File: config.mk
export PLATFORM = sky130hd
export DESIGN_NAME = pwm_sequencer
export DESIGN_NICKNAME = d
export VERILOG_FILES = /design/src/rtl/pwm_sequencer.sv
export SDC_FILE = /design/constraint.sdc
export NUM_CORES = 1
export LEC_CHECK = 0
export ABC_AREA = 1
export ABC_CLOCK_PERIOD_IN_PS = 2100
export BUFFER_PORTS_ARGS = -buffer_cell sky130_fd_sc_hd__buf_2
export CORE_UTILIZATION = 40
export CTS_BUF_LIST = sky130_fd_sc_hd__clkbuf_4
export CTS_CLUSTER_DIAMETER = 40
export DETAILED_ROUTE_END_ITERATION = 16
export PLACE_DENSITY_LB_ADDON = 0.3
export SYNTH_ARGS = -nofsm -noshare
export SYNTH_HDL_FRONTEND = slang
export SYNTH_SLANG_ARGS = --single-unit
File: constraint.sdc
create_clock -name clkin -period 2.1 [get_ports clkin]
set_clock_uncertainty 0.15 [all_clocks]
set_input_delay 0.42 -clock clkin [delete_from_list [all_inputs] [get_ports clkin]]
set_output_delay 0.42 -clock clkin [all_outputs]
set_load 0.005 [all_outputs]
File: src/rtl/pwm_sequencer.sv
// Table-driven PWM load sequencer: walks a 4-entry {duty, hold} table,
// strobing cs and presenting uptime to a downstream PWM, optionally looping.
module pwm_sequencer #(
  parameter int CS_WIDTH = 1
) (
  input  logic       clkin,
  input  logic       reset,
  input  logic       wr_en,
  input  logic [1:0] wr_addr,
  input  logic [2:0] wr_duty,
  input  logic [7:0] wr_hold,
  input  logic       start,
  input  logic       stop,
  input  logic       loop,
  output logic       cs,
  output logic [2:0] uptime,
  output logic       busy,
  output logic [1:0] step,
  output logic       done
);

  typedef enum logic [1:0] {IDLE, LOAD, HOLD, OFF} state_t;

  localparam logic [7:0] CS_LAST = 8'(CS_WIDTH - 1);

  logic [2:0] duty_tab [4];
  logic [7:0] hold_tab [4];

  state_t     state, state_n;
  logic [7:0] cnt, cnt_n;
  logic [1:0] step_n, step_inc;
  logic       loop_r, loop_n;
  logic [2:0] uptime_n;
  logic       done_n;
  logic [7:0] hold_last;

  always_ff @(posedge clkin) begin
    if (reset) begin
      for (int i = 0; i < 4; i++) begin
        duty_tab[i] <= '0;
        hold_tab[i] <= '0;
      end
    end else if (wr_en) begin
      duty_tab[wr_addr] <= wr_duty;
      hold_tab[wr_addr] <= wr_hold;
    end
  end

  // Counter holds remaining cycles minus one; hold of 0 behaves as 1.
  assign hold_last = (hold_tab[step] == 8'd0) ? 8'd0 : hold_tab[step] - 8'd1;
  assign step_inc  = step + 2'd1;

  always_comb begin
    state_n  = state;
    cnt_n    = cnt;
    step_n   = step;
    loop_n   = loop_r;
    uptime_n = uptime;
    done_n   = 1'b0;
    case (state)
      IDLE: begin
        if (start && !stop) begin
          state_n  = LOAD;
          step_n   = 2'd0;
          loop_n   = loop;
          cnt_n    = CS_LAST;
          uptime_n = duty_tab[0];
        end
      end
      LOAD: begin
        if (stop) begin
          state_n  = OFF;
          cnt_n    = CS_LAST;
          uptime_n = 3'd0;
        end else if (cnt == 8'd0) begin
          state_n = HOLD;
          cnt_n   = hold_last;
        end else begin
          cnt_n = cnt - 8'd1;
        end
      end
      HOLD: begin
        if (stop) begin
          state_n  = OFF;
          cnt_n    = CS_LAST;
          uptime_n = 3'd0;
        end else if (cnt != 8'd0) begin
          cnt_n = cnt - 8'd1;
        end else if (step != 2'd3) begin
          state_n  = LOAD;
          step_n   = step_inc;
          cnt_n    = CS_LAST;
          uptime_n = duty_tab[step_inc];
        end else if (loop_r) begin
          state_n  = LOAD;
          step_n   = 2'd0;
          cnt_n    = CS_LAST;
          uptime_n = duty_tab[0];
        end else begin
          state_n = IDLE;
          done_n  = 1'b1;
        end
      end
      OFF: begin
        if (cnt == 8'd0) state_n = IDLE;
        else             cnt_n   = cnt - 8'd1;
      end
      default: state_n = IDLE;
    endcase
  end

  // Outputs are registered from the next-state decode so they line up with state.
  always_ff @(posedge clkin) begin
    if (reset) begin
      state  <= IDLE;
      cnt    <= '0;
      step   <= '0;
      loop_r <= 1'b0;
      uptime <= '0;
      cs     <= 1'b0;
      busy   <= 1'b0;
      done   <= 1'b0;
    end else begin
      state  <= state_n;
      cnt    <= cnt_n;
      step   <= step_n;
      loop_r <= loop_n;
      uptime <= uptime_n;
      cs     <= (state_n == LOAD) || (state_n == OFF);
      busy   <= (state_n != IDLE);
      done   <= done_n;
    end
  end

endmodule

==> metrics <==
initial antenna violation count=0; relative slew slack=76.3%; Post-synth EDFFs=44; Async S/R FF share, synth=0%; number of remaining DRC errors=0; top-count cell post-synth=nand2_1; nature of the critical path startpoint=flop; Layout Cells excl Fill=556; routed length per instance=12.5 um; f_max=532 MHz; multi-input logic area=1440 um2; Hold Path Class=in -> reg; hold_ws=0.157 ns; Ports=27; CTS tree=yes; die width=94.3 um; fillcell total=798; GRT Residual Overflow=0; largest net degree at the start of global routing=18; Pre-antenna DRT Iters=4; critical setup path kind=reg -> reg; R2R setup slack=0.22 ns; leading post-synthesis cells by cell area=edfxtp_1, dfxtp_1, nand2_1; FP Rows=33; Final HPWL DP=5.25 mm; number of diodes=0; Commonest cells post-synth=nand2_1, nor2_1, edfxtp_1; Via density=4.76; Port Buffer Count=26; initial core utilization=41.5%; placed insts=540; All-Layer GR Usage=17.6%; PD cells=906 nW/um2; Yosys reg bits=64; Overall Power=3.54 mW; root buf cell=clkbuf_4; TritonCTS Sinks=64; Worst Hold Depth=3; share of layout cells above drive strength 1=20.8%; Tcrit/Tclk final=89.5%; Die ar.=8900 um2; H-tree levels=3; crit path time final=1.88 ns; final setup margin=0.220 ns; post-CTS setup buffers=0; Vias=2646; Mean Syn Cell Area=8.48 um2; core region area=8220 um2; vias in the first global route=2598; post-synth top area share=38.7%; Placed Area=3740 um2; Max Slew Vio Count=0; Fin Setup TNS=0 ns; Max Root-Sink Buffers=2; Syn-to-layout area delta=14.5%; FF-to-FF path depth=13; RSZ-0062 raised after global routing=yes; Crit path required time=2.28 ns; syn_nets=430; Clk Latency, worst-skew pair=0.40 ns; Max FO, Critical Path=17; Place WS=0.176 ns; final setup fails=0; WL final=6.96 mm; Data arrival, critical path=2.06 ns; Die Span Y=94.3 um; worst vdd ir=0.436 mV; synth unique cells=32; first-pass GRT wire length=12.0 mm; post-synthesis sequential area ratio=50.5%; MaxCap Viol Count=0; final instance area=3910 um2; drt first-iter violations=97; top_reg_cell synth=edfxtp_1; Worst Max-Slew Pin Slew=0.352 ns; status=completed; clock slew at reported path FFs=0.11 ns; YS warnings=0; final core utilization=47.5%; crit path capture type=flop; leakage power=1.72 nW; Final ANT Viol Nets=0; Net count, final=474; Post-Syn Instances=402; area leader, netlist=edfxtp_1; TritonCTS Buffers=9; Fin. Hold Viols=0; Synth Cell Area=3410 um2; flip-flop and latch area=1720 um2; routability cong.=0.872
timing repair:
item                                    in CTS  in global routing
hold buffers                                 0                  0
endpoints found under the setup margin       0                  7
gates resized for setup                      0                  3
where the power goes:
part           internal (mW)  total, mW  switching [mW]
sequential              1.47       1.53          0.0638
clock                  0.493      0.932           0.440
combinational          0.398       1.07           0.674
total                   2.36       3.54            1.18
worst max-delay path, stage by stage (launching register included):
cell and delay, ns:
dfxtp_1 0.34, buf_12 0.15, inv_8 0.09, nand2_1 0.06
nand3_1 0.08, nand2_2 0.08, ha_1 0.19, nand2_1 0.08
nor2_2 0.06, a21oi_4 0.19, nand2_1 0.08, o21ai_0 0.07
nand2_1 0.07, a21oi_1 0.11
cells by family (layout without fill, tap and decap cells):
group                      after synthesis  count (layout)  share of synthesized area (%)
buffers and inverters                   55             104                           7.37
and+or+nand+nor                        212             212                           27.3
AOI/OAI and AO/OA                       53              53                           9.21
xor gates and xnor gates                 9               9                           2.31
DFF                                     64              64                           50.5
adders and majority gates                9               9                           3.30
cell type report:
type                    instances  share of cell area [%]
flip-flops and latches         64                    44.1
multi-input cells             283                    36.9
repair buffers                 43                    6.92
inverters                      45                    4.58
well taps                     105                    3.36
clock inverters                 6                    2.15
clock buffers                  10                    1.92
layout by cell type, fill, tap and decap left out, drive strengths merged, types with 9 or more instances in the layout:
master,instances
edfxtp,44
clkbuf,10
nand3,26
ha,9
a21oi,25
o21ai,25
dfxtp,20
nand2,111
buf,43
inv,45
nor2,68
worst paths after layout:
check                            start  endpoint
worst min register to register  cnt[1]    cnt[1]
worst max register to register    flop    cnt[1]
worst max-delay path              flop    cnt[1]
worst min-delay path              loop    loop_r
registers in the layout, summed over array words and instances (netlist names), named ones only:
signal / count
loop_r: 1
hold_tab: 32
duty_tab: 12
step: 2
cnt: 8
uptime: 3
done: 1
state: 2
busy: 1
routing by layer:
metal / track usage, % / share of wire [%] / vias to the layer above
met4: 5.38 / 0.45 / 0
li1: - / - / 1389
met3: 4.35 / 4.8 / 2
met2: 27.6 / 46 / 66
met1: 23.9 / 49 / 1189
met5: 0 / 0 / -
(Power assumes the default switching activity.)
